==> config.mk <==
export PLATFORM = sky130hd
export DESIGN_NAME = uart_rx_os_flat
export DESIGN_NICKNAME = d
export VERILOG_FILES = /design/src/rtl/uart_pkg.sv /design/src/rtl/uart_rx_os_if.sv /design/src/rtl/uart_baud_tick.sv /design/src/rtl/uart_rx_os.sv /design/src/flat_wrapper.sv
export SDC_FILE = /design/constraint.sdc
export NUM_CORES = 1
export LEC_CHECK = 0
export ABC_CLOCK_PERIOD_IN_PS = 1820
export BUFFER_PORTS_ARGS = -buffer_cell sky130_fd_sc_hd__buf_2
export CAP_MARGIN = 10
export CORE_MARGIN = 5
export CORE_UTILIZATION = 41
export DETAILED_ROUTE_END_ITERATION = 12
export PLACE_DENSITY = 0.62
export SYNTH_ARGS = -nofsm -noshare
export SYNTH_HDL_FRONTEND = slang
export SYNTH_HIERARCHICAL = 1
export SYNTH_SLANG_ARGS = --single-unit
export TNS_END_PERCENT = 30
==> constraint.sdc <==
create_clock -name clk -period 1.82 [get_ports clk]
set_input_delay 0.364 -clock clk [delete_from_list [all_inputs] [get_ports clk]]
set_output_delay 0.364 -clock clk [all_outputs]
set_load 0.01 [all_outputs]
==> src/rtl/uart_pkg.sv <==
// Shared types and constants for the 16x-oversampling UART receiver.
// UART_RX_PARITY_EN adds the even-parity state to rx_state_t.
package uart_pkg;

  typedef enum logic [2:0] {
    StIdle,
    StStart,
    StData,
    StStop,
    StWaitIdle
`ifdef UART_RX_PARITY_EN
    , StParity
`endif
  } rx_state_t;

  localparam int unsigned OVERSAMPLE = 16;
  localparam int unsigned SAMPLE_LO  = 7;
  localparam int unsigned SAMPLE_MID = 8;
  localparam int unsigned SAMPLE_HI  = 9;

  function automatic logic maj3(input logic a, input logic b, input logic c);
    return (a & b) | (a & c) | (b & c);
  endfunction

endpackage

==> src/rtl/uart_rx_os_if.sv <==
// Byte-side and line-side signals of uart_rx_os.
// master: the receiver; slave: the line driver / byte consumer.
interface uart_rx_os_if;
  logic       rx;
  logic [7:0] rx_data;
  logic       rx_valid;
  logic       rx_ready;
  logic       frame_err;
  logic       overrun;
  logic       parity_err;
  logic       busy;

  modport master (
    input  rx, rx_ready,
    output rx_data, rx_valid, frame_err, overrun, parity_err, busy
  );

  modport slave (
    output rx, rx_ready,
    input  rx_data, rx_valid, frame_err, overrun, parity_err, busy
  );
endinterface

==> src/rtl/uart_baud_tick.sv <==
// Oversample tick divider: counts 0..TDIV-1 and pulses o_tick at wrap.
// i_clr restarts the count so the sample phase follows the start edge.
module uart_baud_tick #(
  parameter int unsigned TDIV = 1
) (
  input  logic clk,
  input  logic rst,
  input  logic i_clr,
  output logic o_tick
);
  localparam int unsigned CntW = (TDIV > 1) ? $clog2(TDIV) : 1;

  logic [CntW-1:0] r_cnt;

  assign o_tick = (r_cnt == CntW'(TDIV - 1));

  always_ff @(posedge clk) begin
    if (!rst || i_clr) begin
      r_cnt <= '0;
    end else if (o_tick) begin
      r_cnt <= '0;
    end else begin
      r_cnt <= r_cnt + 1'b1;
    end
  end
endmodule

==> src/rtl/uart_rx_os.sv <==
// 8N1 UART receiver, 16x oversampled with 3-sample majority vote at mid-bit.
// Define UART_RX_PARITY_EN to expect an even-parity bit after the data bits.
module uart_rx_os #(
  parameter int unsigned clk_frq    = 1000000,
  parameter int unsigned baud_rate  = 9600,
  parameter int unsigned OVERSAMPLE = 16
) (
  input logic          clk,
  input logic          rst,
  uart_rx_os_if.master bus
);
  import uart_pkg::*;

  localparam int unsigned TDIV_RAW = clk_frq / (baud_rate * OVERSAMPLE);
  localparam int unsigned TDIV     = (TDIV_RAW < 1) ? 1 : TDIV_RAW;

  rx_state_t  r_state, w_state_d;
  logic       r_sync1, r_rxs, r_rxs_prev;
  logic [3:0] r_sc, w_sc_d;
  logic [2:0] r_bit_idx, w_bit_idx_d;
  logic [7:0] r_shift, w_shift_d;
  logic [7:0] r_data, w_data_d;
  logic       r_valid, w_valid_d;
  logic       r_ferr, w_ferr_d;
  logic       r_ovr, w_ovr_d;
  logic       r_s_lo, r_s_mid;
  logic       w_tick, w_tick_clr, w_decide, w_maj, w_par_ok;
`ifdef UART_RX_PARITY_EN
  logic       r_perr, w_perr_d, r_perr_flag, w_perr_flag_d;
`endif

  uart_baud_tick #(.TDIV(TDIV)) u_tick (
    .clk    (clk),
    .rst    (rst),
    .i_clr  (w_tick_clr),
    .o_tick (w_tick)
  );

  assign w_decide = w_tick && (r_sc == 4'(SAMPLE_HI));
  assign w_maj    = maj3(r_s_lo, r_s_mid, r_rxs);
`ifdef UART_RX_PARITY_EN
  assign w_par_ok = !r_perr_flag;
`else
  assign w_par_ok = 1'b1;
`endif

  always_comb begin
    w_state_d   = r_state;
    w_sc_d      = r_sc;
    w_bit_idx_d = r_bit_idx;
    w_shift_d   = r_shift;
    w_data_d    = r_data;
    w_valid_d   = r_valid;
    w_ferr_d    = 1'b0;
    w_ovr_d     = 1'b0;
    w_tick_clr  = 1'b0;
`ifdef UART_RX_PARITY_EN
    w_perr_d      = 1'b0;
    w_perr_flag_d = r_perr_flag;
`endif
    if (r_valid && bus.rx_ready) w_valid_d = 1'b0;
    if (w_tick) w_sc_d = r_sc + 4'd1;

    unique case (r_state)
      StIdle: begin
        if (r_rxs_prev && !r_rxs) begin
          w_state_d  = StStart;
          w_sc_d     = 4'd0;
          w_tick_clr = 1'b1;
`ifdef UART_RX_PARITY_EN
          w_perr_flag_d = 1'b0;
`endif
        end
      end
      StStart: begin
        if (w_decide) begin
          w_state_d   = w_maj ? StIdle : StData;
          w_bit_idx_d = 3'd0;
        end
      end
      StData: begin
        if (w_decide) begin
          w_shift_d   = {w_maj, r_shift[7:1]};
          w_bit_idx_d = r_bit_idx + 3'd1;
          if (r_bit_idx == 3'd7) begin
`ifdef UART_RX_PARITY_EN
            w_state_d = StParity;
`else
            w_state_d = StStop;
`endif
          end
        end
      end
`ifdef UART_RX_PARITY_EN
      StParity: begin
        if (w_decide) begin
          if (w_maj != ^r_shift) begin
            w_perr_d      = 1'b1;
            w_perr_flag_d = 1'b1;
          end
          w_state_d = StStop;
        end
      end
`endif
      StStop: begin
        if (w_decide) begin
          if (w_maj) begin
            // Returning to idle at mid-stop lets a back-to-back start edge be caught.
            w_state_d = StIdle;
            if (w_par_ok) begin
              if (r_valid && !bus.rx_ready) begin
                w_ovr_d = 1'b1;
              end else begin
                w_data_d  = r_shift;
                w_valid_d = 1'b1;
              end
            end
          end else begin
            w_ferr_d  = 1'b1;
            w_state_d = StWaitIdle;
          end
        end
      end
      StWaitIdle: begin
        if (r_rxs) w_state_d = StIdle;
      end
      default: w_state_d = StIdle;
    endcase
  end

  always_ff @(posedge clk) begin
    if (!rst) begin
      r_sync1    <= 1'b1;
      r_rxs      <= 1'b1;
      r_rxs_prev <= 1'b1;
      r_state    <= StIdle;
      r_sc       <= 4'd0;
      r_bit_idx  <= 3'd0;
      r_shift    <= 8'd0;
      r_data     <= 8'd0;
      r_valid    <= 1'b0;
      r_ferr     <= 1'b0;
      r_ovr      <= 1'b0;
      r_s_lo     <= 1'b1;
      r_s_mid    <= 1'b1;
    end else begin
      r_sync1    <= bus.rx;
      r_rxs      <= r_sync1;
      r_rxs_prev <= r_rxs;
      r_state    <= w_state_d;
      r_sc       <= w_sc_d;
      r_bit_idx  <= w_bit_idx_d;
      r_shift    <= w_shift_d;
      r_data     <= w_data_d;
      r_valid    <= w_valid_d;
      r_ferr     <= w_ferr_d;
      r_ovr      <= w_ovr_d;
      if (w_tick && r_sc == 4'(SAMPLE_LO))  r_s_lo  <= r_rxs;
      if (w_tick && r_sc == 4'(SAMPLE_MID)) r_s_mid <= r_rxs;
    end
  end

`ifdef UART_RX_PARITY_EN
  always_ff @(posedge clk) begin
    if (!rst) begin
      r_perr      <= 1'b0;
      r_perr_flag <= 1'b0;
    end else begin
      r_perr      <= w_perr_d;
      r_perr_flag <= w_perr_flag_d;
    end
  end
  assign bus.parity_err = r_perr;
`else
  assign bus.parity_err = 1'b0;
`endif

  assign bus.rx_data   = r_data;
  assign bus.rx_valid  = r_valid;
  assign bus.frame_err = r_ferr;
  assign bus.overrun   = r_ovr;
  assign bus.busy      = (r_state != StIdle);
endmodule

==> src/flat_wrapper.sv <==
// flat-port wrapper written by rule: the top's interface ports become plain ports
module uart_rx_os_flat import uart_pkg::*;
#(
  parameter int unsigned clk_frq    = 1000000,
  parameter int unsigned baud_rate  = 9600,
  parameter int unsigned OVERSAMPLE = 16
)
  (clk, rst, bus_rx, bus_rx_ready, bus_rx_data, bus_rx_valid, bus_frame_err, bus_overrun, bus_parity_err, bus_busy);
  uart_rx_os_if bus_i ();
  input logic clk;
  input logic rst;
  input wire logic [$bits(bus_i.rx)-1:0] bus_rx;
  input wire logic [$bits(bus_i.rx_ready)-1:0] bus_rx_ready;
  output wire logic [$bits(bus_i.rx_data)-1:0] bus_rx_data;
  output wire logic [$bits(bus_i.rx_valid)-1:0] bus_rx_valid;
  output wire logic [$bits(bus_i.frame_err)-1:0] bus_frame_err;
  output wire logic [$bits(bus_i.overrun)-1:0] bus_overrun;
  output wire logic [$bits(bus_i.parity_err)-1:0] bus_parity_err;
  output wire logic [$bits(bus_i.busy)-1:0] bus_busy;
  assign bus_i.rx = bus_rx;
  assign bus_i.rx_ready = bus_rx_ready;
  assign bus_rx_data = bus_i.rx_data;
  assign bus_rx_valid = bus_i.rx_valid;
  assign bus_frame_err = bus_i.frame_err;
  assign bus_overrun = bus_i.overrun;
  assign bus_parity_err = bus_i.parity_err;
  assign bus_busy = bus_i.busy;
  uart_rx_os #(.clk_frq(clk_frq), .baud_rate(baud_rate), .OVERSAMPLE(OVERSAMPLE)) u_core (.clk(clk), .rst(rst), .bus(bus_i));
endmodule
---- After elaboration in Yosys (flattened, before gate mapping) ----
Cells that the tools add are included.
storage, ports and cells
  logic and storage cells ................. 82
  output and inout port bits .............. 13
  register bits after elaboration ......... 37
cells by class
  multiplexer cells ....................... 24
  reductions and logical operators ........ 20
  equality and inequality tests ........... 15
  $add $sub $neg .......................... 3
  bitwise gates (word level) .............. 6
operators by type and width
  operator             count
  $mux 3               9
  $pmux 3 s5           1
  $mux 4               3
  $ne 2x1->1 const B   6
  $eq 3x3->1 const B   3
  $mux 1               9
  $eq 4x4->1 const B   2
  $reduce_and 4->1     2
  $add 3x1->3 const B  2
  $eq 3x2->1 const B   2
  $logic_and 1x1->1    6
  $pmux 3 s2           1
  $reduce_and 3->1     2
  $reduce_and 6->1     1
  $add 4x1->4 const B  1
  $eq 4x3->1 const B   1
  $and 1x1->1          3
  $eq 3x1->1 const B   1
  $logic_not 1->1      3
  $logic_not 3->1      1
  $reduce_bool 3->1    1
  $mux 2               1
  $or 1x1->1           2
  $reduce_and 2->1     1
  other kinds (4)      4

---- Logic depth before layout (Yosys ltp) ----
  depth after elaboration ................. 6
  depth in mapped cells ................... 10

---- Cells and area by module ----
The synthesis kept the hierarchy.
modules (own cells, without submodules)
  module          instances  cells each  seq. area each (µm²)  area an instance (µm²)
  uart_rx_os      1          161         680.7                 1460.2
  uart_baud_tick  1          13          60.1                  135.1

---- Least setup slack after synthesis ----
No wires, ideal clock.
  kind .................................... reg-to-reg
  start ................................... register u_core.u_tick.r_cnt[0]
  end ..................................... register u_core.r_bit_idx[0]
  arrival time ............................ 1.712 ns
  data required time ...................... 1.745 ns
  path slack .............................. 0.033 ns
  cell stages (with the launch flop) ...... 9
  period minus slack after synthesis ...... 1.787 ns
  cell sequence ........................... dfxtp_1 ha_1 and2_1 buf_6 and4b_1 buf_6 nand2b_4 or4b_1 a31oi_1
on the way
  cells in the longest elaborated chain, start to end .. 4
  elaborated cells between the ends (all ways) .. 5
  classes of those cells .................. eq/ne: 3; reduce/logical: 2
RTL lines
  item                            RTL line              source
  from (decl)                     uart_baud_tick.sv:13  logic [CntW-1:0] r_cnt;
  from (signal assigned)          uart_baud_tick.sv:23  r_cnt <= r_cnt + 1'b1;
  $eq 3x3->1 (*)                  uart_baud_tick.sv:15  assign o_tick = (r_cnt == CntW'(TDIV - 1));
  named net u_core.w_tick         uart_rx_os.sv:27      logic w_tick, w_tick_clr, w_decide, w_maj, w_par_ok;
  $logic_and 1x1->1 (*)           uart_rx_os.sv:39      assign w_decide = w_tick && (r_sc == 4'(SAMPLE_HI));
  $ne 2x1->1 (no line)            --
  $reduce_and 3->1 (no line) (*)  --
  to (signal assigned)            uart_rx_os.sv:152     r_bit_idx <= w_bit_idx_d;
  to (decl)                       uart_rx_os.sv:20      logic [2:0] r_bit_idx, w_bit_idx_d;
The timed path passes the listed nets; every way through them passes the cells marked *.
A chain may end at the register's enable or synchronous reset.

---- Worst setup path in the final report ----
  start ................................... register u_core.u_tick.r_cnt[1]
  end ..................................... register u_core.r_bit_idx[0]
Same word-level chain as after synthesis.

==> impl_metrics.tcl <==
set metrics [dict create \
    final_cell_mix "dfxtp_1, nand2_1, nor2_1" \
    overflow 0 \
    die_area_mm2 0.00524 \
    fin_skew_ps 7.72 \
    cts_tree "yes" \
    antenna_left 0 \
    r2r_end "u_core/r_bit_idx[0]" \
    yosysWarnings 6 \
    startpoint_type "flip-flop" \
    start_util 0.429 \
    fin_nets 202 \
    arrival_ps 1930 \
    p_clk_frac 0.389 \
    p_sw_mw 0.343 \
    rows 22 \
    rsz0062_at_grt "false" \
    htree_levels 2 \
    dr.pass1.iters 4 \
    cp-end-kind "flip-flop" \
    wire_per_inst_um 12.8 \
    maxCapViolCount 0 \
    synth_cells 174 \
    place.gp.congestion 0.768 \
    synth-edff-count 0 \
    pwr-share-comb 0.040 \
    irDropWorstVdd_mv 0.427 \
    syn_to_final_growth_pct 13.5 \
    pin_count 17 \
    die_w_um 72.4 \
    clkSinkCount 37 \
    worstSetupPathType "flip-flop to flip-flop" \
    numCtsBuffers 5 \
    swShare 0.235 \
    cts_max_path_buffers 2 \
    synth_area_mm2 0.00160 \
    r2r_cells 7 \
    cp_data_required_time_ps 2040 \
    r2r_setup_slack_ps 110 \
    ys_seq_elements 37 \
    ys_async_sr_fraction 0 \
    core-area_mm2 0.00372 \
    die_y_um 72.4 \
    fin_crit_sh 0.940 \
    antenna_cells 0 \
    layout_commonest_cell "dfxtp_1" \
    synth_area_per_cell_um2 9.17 \
    clkLatencyLatePin_ps 290 \
    vias_per_cell 4.96 \
    status "completed" \
    min_delay_path_depth 2 \
    fmax_mhz 585 \
    antenna_found_initial 0 \
    post_synth_num_cell_types 39 \
    grt_pass1_vias 1183 \
    finalSetupViolations 0 \
    grt_usage 0.131 \
    grt_pass1_wl_um 5260 \
    drt-total-wl_um 3060 \
    vias 1191 \
    synthFlopType "dfxtp_1" \
    power_frac_seq 0.572 \
    finalHoldViolCount 0 \
    drc 0 \
    grt_max_degree 28 \
    numPortBuffers 15 \
    tns_ps 0 \
    report.final.slew_viol_count 0 \
    nFillCells 364 \
    internal_power_mw 1.11 \
    cts_root_buffer "clkbuf_8" \
    final.min_clock_period_ps 1710 \
    cts_setup_buffers 0 \
    drt-initial-drc-count 34 \
    min_path_type "primary input to flip-flop" \
    synth_nets 185 \
    power_density_mw_per_mm2 805 \
    final_layout_size_suffix_gt1_frac 0.182 \
    finalHoldWorstSlack_ps 270 \
    fin_area_mm2 0.00181 \
    dp_hpwl_um 2120 \
    dpl_cell_area_mm2 0.00171 \
    synth_seq_area_share 0.464 \
    p_leak_nw 0.762 \
    hold_start "bus_rx" \
    cp_max_fo 5 \
    holdPathEnd "u_core/r_sync1" \
    clk_pin_slew_ps 70 \
    reg2reg_from "u_core/u_tick/r_cnt[1]" \
]
-- routing by layer --
layer | wire length (µm) | track usage
met1 | 1500 | 0.158
met5 | 0 | 0
met3 | 138 | 0.0457
met4 | 35 | 0.0553
met2 | 1390 | 0.211
-- how the worst max path moves through the flow --
stage / depth (start not counted) / slack (ps) / endpoint / startpoint
CTS: 6 / 30 / u_core/r_bit_idx[0] / u_core/u_tick/r_cnt[0]
finish: 7 / 110 / u_core/r_bit_idx[0] / u_core/u_tick/r_cnt[1]
global placement: 6 / 150 / u_core/r_bit_idx[0] / u_core/u_tick/r_cnt[0]
global route: 7 / 4 / u_core/r_shift[1] / u_core/u_tick/r_cnt[1]
detailed placement: 6 / 50 / u_core/r_bit_idx[0] / u_core/u_tick/r_cnt[0]
floorplan: 8 / 30 / u_core/r_bit_idx[0] / u_core/u_tick/r_cnt[0]
-- synthesized netlist by cell type, drive strengths merged (2+ instances only) --
master	number	area share
a21oi	6	0.021
a32o	2	0.013
and2	2	0.0078
buf	4	0.022
clkbuf	7	0.016
dfxtp	37	0.46
ha	7	0.055
inv	6	0.014
mux2i	11	0.069
nand2	19	0.045
nand2b	10	0.044
nand3	10	0.035
nand4	2	0.0078
nand4b	2	0.011
nor2	17	0.040
nor3	4	0.013
o21ai	9	0.028
o22ai	2	0.0078
or3b	2	0.011
xor2	2	0.011
-- worst max-delay path, stage by stage (launching register included) --
cell and delay, ps:
dfxtp_1 320, inv_1 50, ha_1 140, and2_1 140
and4b_2 320, nand2b_4 70, or4b_1 460, a31oi_1 130
-- final cells by class --
cell class,instances,area (µm²),area share
Clock buffer,6,72.6,0.0401
Clock inverter,2,15.0,0.00829
Inverter,6,22.5,0.0124
Multi-Input combinational cell,120,778,0.430
Sequential cell,37,742,0.410
Tap cell,48,60.1,0.0332
Timing Repair Buffer,21,120,0.0663
-- per-stage QoR --
stage | power [mW] | util | instances | setup slack (ps)
finish | 1.46 | 0.487 | 240 | 110
detailed placement | 0.909 | 0.461 | 232 | 48.6
global placement | 0.905 | 0.461 | 232 | 147
global route | 1.52 | 0.487 | 240 | 4.05
CTS | 1.48 | 0.485 | 240 | 29.5
floorplan | 0.893 | - | 174 | 33.3
-- registers in the layout, summed over array words and instances, names as in the netlist --
name                  flops
u_core/r_rxs_prev         1
u_core/r_s_mid            1
u_core/r_rxs              1
u_core/r_state            3
u_core/r_sync1            1
u_core/bus.overrun        1
u_core/bus.rx_valid       1
u_core/r_sc               4
u_core/u_tick/r_cnt       3
u_core/bus.frame_err      1
u_core/r_shift            8
u_core/r_s_lo             1
u_core/r_bit_idx          3
u_core/bus.rx_data        8
-- power by group through the flow --
stage,clock [mW],sequential (mW),combinational (mW)
5_1_grt,0.622,0.835,0.0664
2_1_floorplan,0,0.846,0.0469
3_5_place_dp,0,0.851,0.0581
6_report,0.566,0.833,0.0576
3_3_place_gp,0,0.850,0.0550
4_1_cts,0.590,0.833,0.0584
-- what timing repair did --
item | 4_1_cts | 5_1_grt
gates resized for setup | 0 | 3
setup endpoints to repair | 0 | 10
hold buffers | 0 | 0
-- cell families (layout without fill, tap and decap cells) --
| family | count (synthesis) | count (layout) | share of synthesized area |
|---|---|---|---|
| flops | 37 | 37 | 0.464 |
| simple gates | 76 | 76 | 0.254 |
| xor+xnor | 3 | 3 | 0.0165 |
| compound gates | 21 | 21 | 0.0800 |
| other cells | 1 | 1 | 0.00235 |
| mux | 11 | 11 | 0.0690 |
| fa+ha+maj | 8 | 8 | 0.0612 |
| buf+inv | 17 | 35 | 0.0525 |
Power figures use the tool's default switching activity.
